File: src/rtl/title_sequencer.sv
// Screen sequencer for the title overlay, fade-out and run/pause/game-over phases.
// Frame timing comes from the vsync input, synchronised into the Clk domain.
module title_sequencer #(
    parameter int BLINK_FRAMES     = 30,
    parameter int FADE_STEP_FRAMES = 4,
    parameter int OVER_HOLD_FRAMES = 180
) (
    input  logic       Clk,
    input  logic       Reset,
    input  logic       frame_clk,
    input  logic [7:0] keycode,
    input  logic       game_over,
    output logic [2:0] state,
    output logic       show_title,
    output logic       press_start_on,
    output logic [3:0] brightness,
    output logic       game_run,
    output logic       paused,
    output logic       game_reset
);

    typedef enum logic [2:0] {
        S_TITLE     = 3'd0,
        S_FADE_OUT  = 3'd1,
        S_GAME      = 3'd2,
        S_PAUSE     = 3'd3,
        S_GAME_OVER = 3'd4
    } state_t;

    localparam int BLINK_W = (BLINK_FRAMES > 1) ? $clog2(BLINK_FRAMES) : 1;
    localparam int STEP_W  = (FADE_STEP_FRAMES > 1) ? $clog2(FADE_STEP_FRAMES) : 1;
    localparam int HOLD_W  = (OVER_HOLD_FRAMES > 1) ? $clog2(OVER_HOLD_FRAMES) : 1;

    localparam logic [BLINK_W-1:0] BLINK_LAST = BLINK_W'(BLINK_FRAMES - 1);
    localparam logic [STEP_W-1:0]  STEP_LAST  = STEP_W'(FADE_STEP_FRAMES - 1);
    localparam logic [HOLD_W-1:0]  HOLD_LAST  = HOLD_W'(OVER_HOLD_FRAMES - 1);

    localparam logic [7:0] KEY_ENTER = 8'h28;
    localparam logic [7:0] KEY_ESC   = 8'h29;
    localparam logic [7:0] KEY_P     = 8'h13;

    state_t cur_state, nxt_state;

    logic [2:0]         fsync;
    logic               tick;
    logic [7:0]         prev_key;
    logic               enter, esc, pkey;

    logic [BLINK_W-1:0] blink_cnt, blink_nxt;
    logic [STEP_W-1:0]  step_cnt, step_nxt;
    logic [HOLD_W-1:0]  hold_cnt, hold_nxt;
    logic               pso_nxt, show_nxt, run_nxt, paused_nxt, greset_nxt;
    logic [3:0]         bright_nxt;

    // Two flops for metastability, a third for the rising-edge compare; tick is registered.
    // NOTE: sequential state always uses non-blocking assignments so every flop samples pre-edge values.
    always_ff @(posedge Clk or posedge Reset) begin
        if (Reset) begin
            fsync    <= '0;
            tick     <= 1'b0;
            prev_key <= '0;
        end else begin
            fsync    <= {fsync[1:0], frame_clk};
            tick     <= fsync[1] & ~fsync[2];
            prev_key <= keycode;
        end
    end

    assign enter = (keycode == KEY_ENTER) && (prev_key != KEY_ENTER);
    assign esc   = (keycode == KEY_ESC)   && (prev_key != KEY_ESC);
    assign pkey  = (keycode == KEY_P)     && (prev_key != KEY_P);

    // NOTE: every always_comb output gets a default first so no path can infer a latch.
    always_comb begin
        nxt_state  = cur_state;
        blink_nxt  = blink_cnt;
        step_nxt   = step_cnt;
        hold_nxt   = hold_cnt;
        pso_nxt    = press_start_on;
        bright_nxt = brightness;
        greset_nxt = 1'b0;

        case (cur_state)
            S_TITLE: begin
                if (enter) begin
                    nxt_state = S_FADE_OUT;
                end else if (tick) begin
                    if (blink_cnt == BLINK_LAST) begin
                        blink_nxt = '0;
                        pso_nxt   = ~press_start_on;
                    end else begin
                        blink_nxt = blink_cnt + 1'b1;
                    end
                end
            end
            S_FADE_OUT: begin
                if (tick) begin
                    if (step_cnt == STEP_LAST) begin
                        step_nxt = '0;
                        if (brightness == 4'd0) begin
                            nxt_state  = S_GAME;
                            greset_nxt = 1'b1;
                            bright_nxt = 4'd15;
                        end else begin
                            bright_nxt = brightness - 4'd1;
                        end
                    end else begin
                        step_nxt = step_cnt + 1'b1;
                    end
                end
            end
            S_GAME: begin
                if (game_over)
                    nxt_state = S_GAME_OVER;
                else if (esc)
                    nxt_state = S_PAUSE;
            end
            S_PAUSE: begin
                if (esc || pkey)
                    nxt_state = S_GAME;
            end
            S_GAME_OVER: begin
                if (enter || (tick && hold_cnt == HOLD_LAST))
                    nxt_state = S_TITLE;
                else if (tick)
                    hold_nxt = hold_cnt + 1'b1;
            end
            default: nxt_state = S_TITLE;
        endcase

        // Any state change restarts all frame counters.
        if (nxt_state != cur_state) begin
            blink_nxt = '0;
            step_nxt  = '0;
            hold_nxt  = '0;
            if (nxt_state == S_TITLE) begin
                pso_nxt    = 1'b1;
                bright_nxt = 4'd15;
            end
            if (nxt_state == S_FADE_OUT)
                pso_nxt = 1'b1;
        end

        show_nxt   = (nxt_state == S_TITLE) || (nxt_state == S_FADE_OUT);
        run_nxt    = (nxt_state == S_GAME);
        paused_nxt = (nxt_state == S_PAUSE);
    end

    always_ff @(posedge Clk or posedge Reset) begin
        if (Reset) begin
            cur_state      <= S_TITLE;
            blink_cnt      <= '0;
            step_cnt       <= '0;
            hold_cnt       <= '0;
            show_title     <= 1'b1;
            press_start_on <= 1'b1;
            brightness     <= 4'd15;
            game_run       <= 1'b0;
            paused         <= 1'b0;
            game_reset     <= 1'b0;
        end else begin
            cur_state      <= nxt_state;
            blink_cnt      <= blink_nxt;
            step_cnt       <= step_nxt;
            hold_cnt       <= hold_nxt;
            show_title     <= show_nxt;
            press_start_on <= pso_nxt;
            brightness     <= bright_nxt;
            game_run       <= run_nxt;
            paused         <= paused_nxt;
            game_reset     <= greset_nxt;
        end
    end

    assign state = cur_state;

endmodule
File: config.mk
export PLATFORM = sky130hd
export DESIGN_NAME = title_sequencer
export DESIGN_NICKNAME = d
export VERILOG_FILES = /design/src/rtl/title_sequencer.sv
export SDC_FILE = /design/constraint.sdc
export NUM_CORES = 1
export LEC_CHECK = 0
export CORE_UTILIZATION = 48
export CTS_CLUSTER_DIAMETER = 200
export DETAILED_ROUTE_END_ITERATION = 10
export DONT_BUFFER_PORTS = 1
export GPL_TIMING_DRIVEN = 1
export PLACE_DENSITY = 0.65
export SYNTH_ARGS = -nofsm -noshare
export SYNTH_HDL_FRONTEND = slang
export SYNTH_SLANG_ARGS = --single-unit
File: constraint.sdc
create_clock -name Clk -period 2.5 [get_ports Clk]
set_input_delay 0.5 -clock Clk [delete_from_list [all_inputs] [get_ports Clk]]
set_output_delay 0.5 -clock Clk [all_outputs]
set_load 0.01 [all_outputs]
==> summary.md <==
| Metric | Value |
|---|---|
| Status | completed |
| Seq/Total Area, Yosys | 51.4% |
| Max clock buf depth | 2 |
| Wirelength, routed | 3.59 mm |
| Core area | 3740 um^2 |
| Root Buffer | clkbuf_8 |
| Final hold viol count | 0 |
| Routed vias | 1386 |
| PnR Total Power | 1.44 mW |
| Post-DR wirelength/cell | 15.7 um |
| PD cells | 689 nW/um^2 |
| Area of placed instances | 1970 um^2 |
| Worst Skew | 0.00612 ns |
| Hold Crit Class | input port to asynchronous set/reset pin |
| Yosys reg bits | 39 |
| Antenna cell count | 0 |
| Finished Cell Area | 2090 um^2 |
| Measured slew at the worst slew-check pin | 0.593 ns |
| Mapped Nets | 192 |
| Asr flop ratio synth | 100% |
| Slew Viols, Final | 0 |
| WP data required | 2.72 ns |
| Fin worst setup slack | 0.169 ns |
| Clk slew on worst S/H paths | 0.08 ns |
| CTS sink count | 39 |
| Pre-CTS setup slack | 0.177 ns |
| Crit Path Max Fanout | 8 |
| Max VDD drop | 0.458 mV |
| Synth Flop Type | dfrtp_1 |
| Area of the die | 4240 um^2 |
| Share of layout cells above drive strength 1 | 15.5% |
| Chip Width | 65.1 um |
| Num ports | 24 |
| Post-DRT Antenna Nets | 0 |
| Largest net degree at the start of global routing | 40 |
| CP Class | flop to flop |
| Leakage | 0.893 nW |
| Peak Freq | 429 MHz |
| Vias in the first global route | 1386 |
| CP Capture Type | flop |
| TritonCTS clock tree | done |
| Gpl congestion | 0.748 |
| Post-Synthesis Cells | 175 |
| EDFF count, synth | 0 |
| Final setup vio count | 0 |
| Initial Utilization | 51.1% |
| Final #Nets | 197 |
| Synth unique cells | 51 |
| Yosys Warn Count | 0 |
| DRT Pass-1 Iters | 4 |
| WP data arrival | 2.55 ns |
| Vias/cell | 6.05 |
| Avg Synthesized Cell Area | 10.9 um^2 |
| Hold buffers post-CTS | 0 |
| Final worst-path cycle share | 93.2% |
| Fin crit period | 2.33 ns |
| Global-route wire length before repair | 6.00 mm |
| Post-CTS sizing | 0 |
| Die height | 65.1 um |
| DRC | 0 |
| Cell row count | 22 |
| H-tree Lvls | 2 |
| PortBufs | 0 |
| Cell Area, Synth | 1910 um^2 |
| First DRT Iteration DRCs | 75 |
| RSZ-0062 raised after global routing | false |
| Fin Setup TNS | 0 ns |
| Num CTS Buffers | 5 |
| MaxCap Viol Count | 0 |
| Startpoint Class | flop |
| Slew margin rel. | 59.9% |
| Final global-route overflow total | 0 |
| Layout area overhead | 9.23% |
| Initial antenna violation count | 0 |
| Worst skew pair latency | 0.29 ns |
| HPWL after DPL | 2.63 mm |
| GR Util All Layers | 19.0% |
| Setup bufs post-CTS | 0 |
==> layout make-up <==
class	instances	area (um^2)
Timing Repair Buffer	3	22.5
Clock inverter	2	35.0
Inverter	6	22.5
Fill cell	338	1660
Tap cell	48	60.1
Multi-Input combinational cell	125	882
Clock buffer	6	82.6
Sequential cell	39	983
==> worst max-delay path: stages, from the launching register on <==
cell       delay (ns)
dfrtp_1          0.42
ha_1             0.24
nor4bb_1         0.17
a2111oi_4        0.55
nand3_4          0.20
or4_1            0.53
a21oi_1          0.15
==> registers in the layout, indices dropped and copies added, names as in the netlist <==
register	flops
tick	1
brightness	4
fsync	3
press_start_on	1
blink_cnt	5
prev_key	8
hold_cnt	8
paused	1
show_title	1
state	3
step_cnt	2
game_run	1
game_reset	1
==> final timing paths <==
kind	from	to	slack (ns)	cells after the start
worst max-delay path	hold_cnt[0]	hold_cnt[7]	0.17	6
worst min-delay path	Reset	fsync[0]	0.20	2
worst max register to register	hold_cnt[0]	hold_cnt[7]	0.17	6
worst min register to register	fsync[0]	fsync[1]	0.36	0
max in group asynchronous	Reset	brightness[2]	1.93	2
min in group Clk	keycode[2]	prev_key[2]	0.23	0
==> stage by stage <==
stage / util [%] / cells / hold WS (ns)
2_1_floorplan: - / 175 / 0.331
3_3_place_gp: 52.6 / 221 / 0.344
3_5_place_dp: 52.6 / 221 / 0.337
4_1_cts: 55.8 / 229 / 0.221
5_1_grt: 55.8 / 229 / 0.211
6_report: 55.8 / 229 / 0.202
==> Yosys cell counts (2+ instances only) <==
cell type / number / area [um^2]
nand3_1: 6 / 30.0
nor4bb_1: 2 / 20.0
nor2b_1: 4 / 25.0
buf_2: 3 / 15.0
a21oi_1: 12 / 60.1
inv_1: 6 / 22.5
nor3_1: 2 / 10.0
xor2_1: 5 / 43.8
dfrtp_1: 33 / 826
nand2_1: 10 / 37.5
o31ai_1: 3 / 22.5
a211oi_1: 3 / 22.5
dfstp_2: 6 / 158
ha_1: 5 / 62.6
and3_1: 2 / 12.5
and4bb_2: 2 / 25.0
nor2_1: 15 / 56.3
mux2i_1: 3 / 30.0
nand4_1: 5 / 31.3
or4_1: 4 / 30.0
nor4b_1: 2 / 17.5
or3_1: 6 / 37.5
o21ai_0: 8 / 40.0
==> per-layer routing <==
metal / vias up / global-route usage, % / wire, um
met1: 688 / 22.9 / 1600
met2: 34 / 31.9 / 1770
li1: 659 / - / -
met3: 5 / 6.60 / 189
met4: 0 / 5.98 / 34
met5: - / 0 / 0
==> power by group <==
part	leakage [nW]	switching [mW]	internal [mW]
logic	0.338	0.0982	0.0683
clock network	0.0612	0.218	0.323
registers	0.494	0.0519	0.680
==> logic make-up (layout without fill, tap and decap cells) <==
| family | Yosys count | count (layout) | share of synthesized area [%] |
|---|---|---|---|
| and+or+nand+nor | 71 | 71 | 23.2 |
| AOI/OAI and AO/OA | 40 | 40 | 15.4 |
| DFF | 39 | 39 | 51.4 |
| buffers and inverters | 11 | 17 | 2.42 |
| xor gates and xnor gates | 6 | 6 | 2.75 |
| adders and majority gates | 5 | 5 | 3.27 |
| muxes | 3 | 3 | 1.57 |
==> placed cells by master (no fill, tap or decap), types with 4 or more instances in the layout <==
cell	instances
nor2b_1	4
or3_1	6
dfstp_2	6
ha_1	5
dfrtp_1	33
nand4_1	5
a21oi_1	12
or4_1	4
nor2_1	15
inv_1	6
clkbuf_8	6
xor2_1	5
o21ai_0	8
nand3_1	6
nand2_1	10
(Power assumes the default switching activity.)
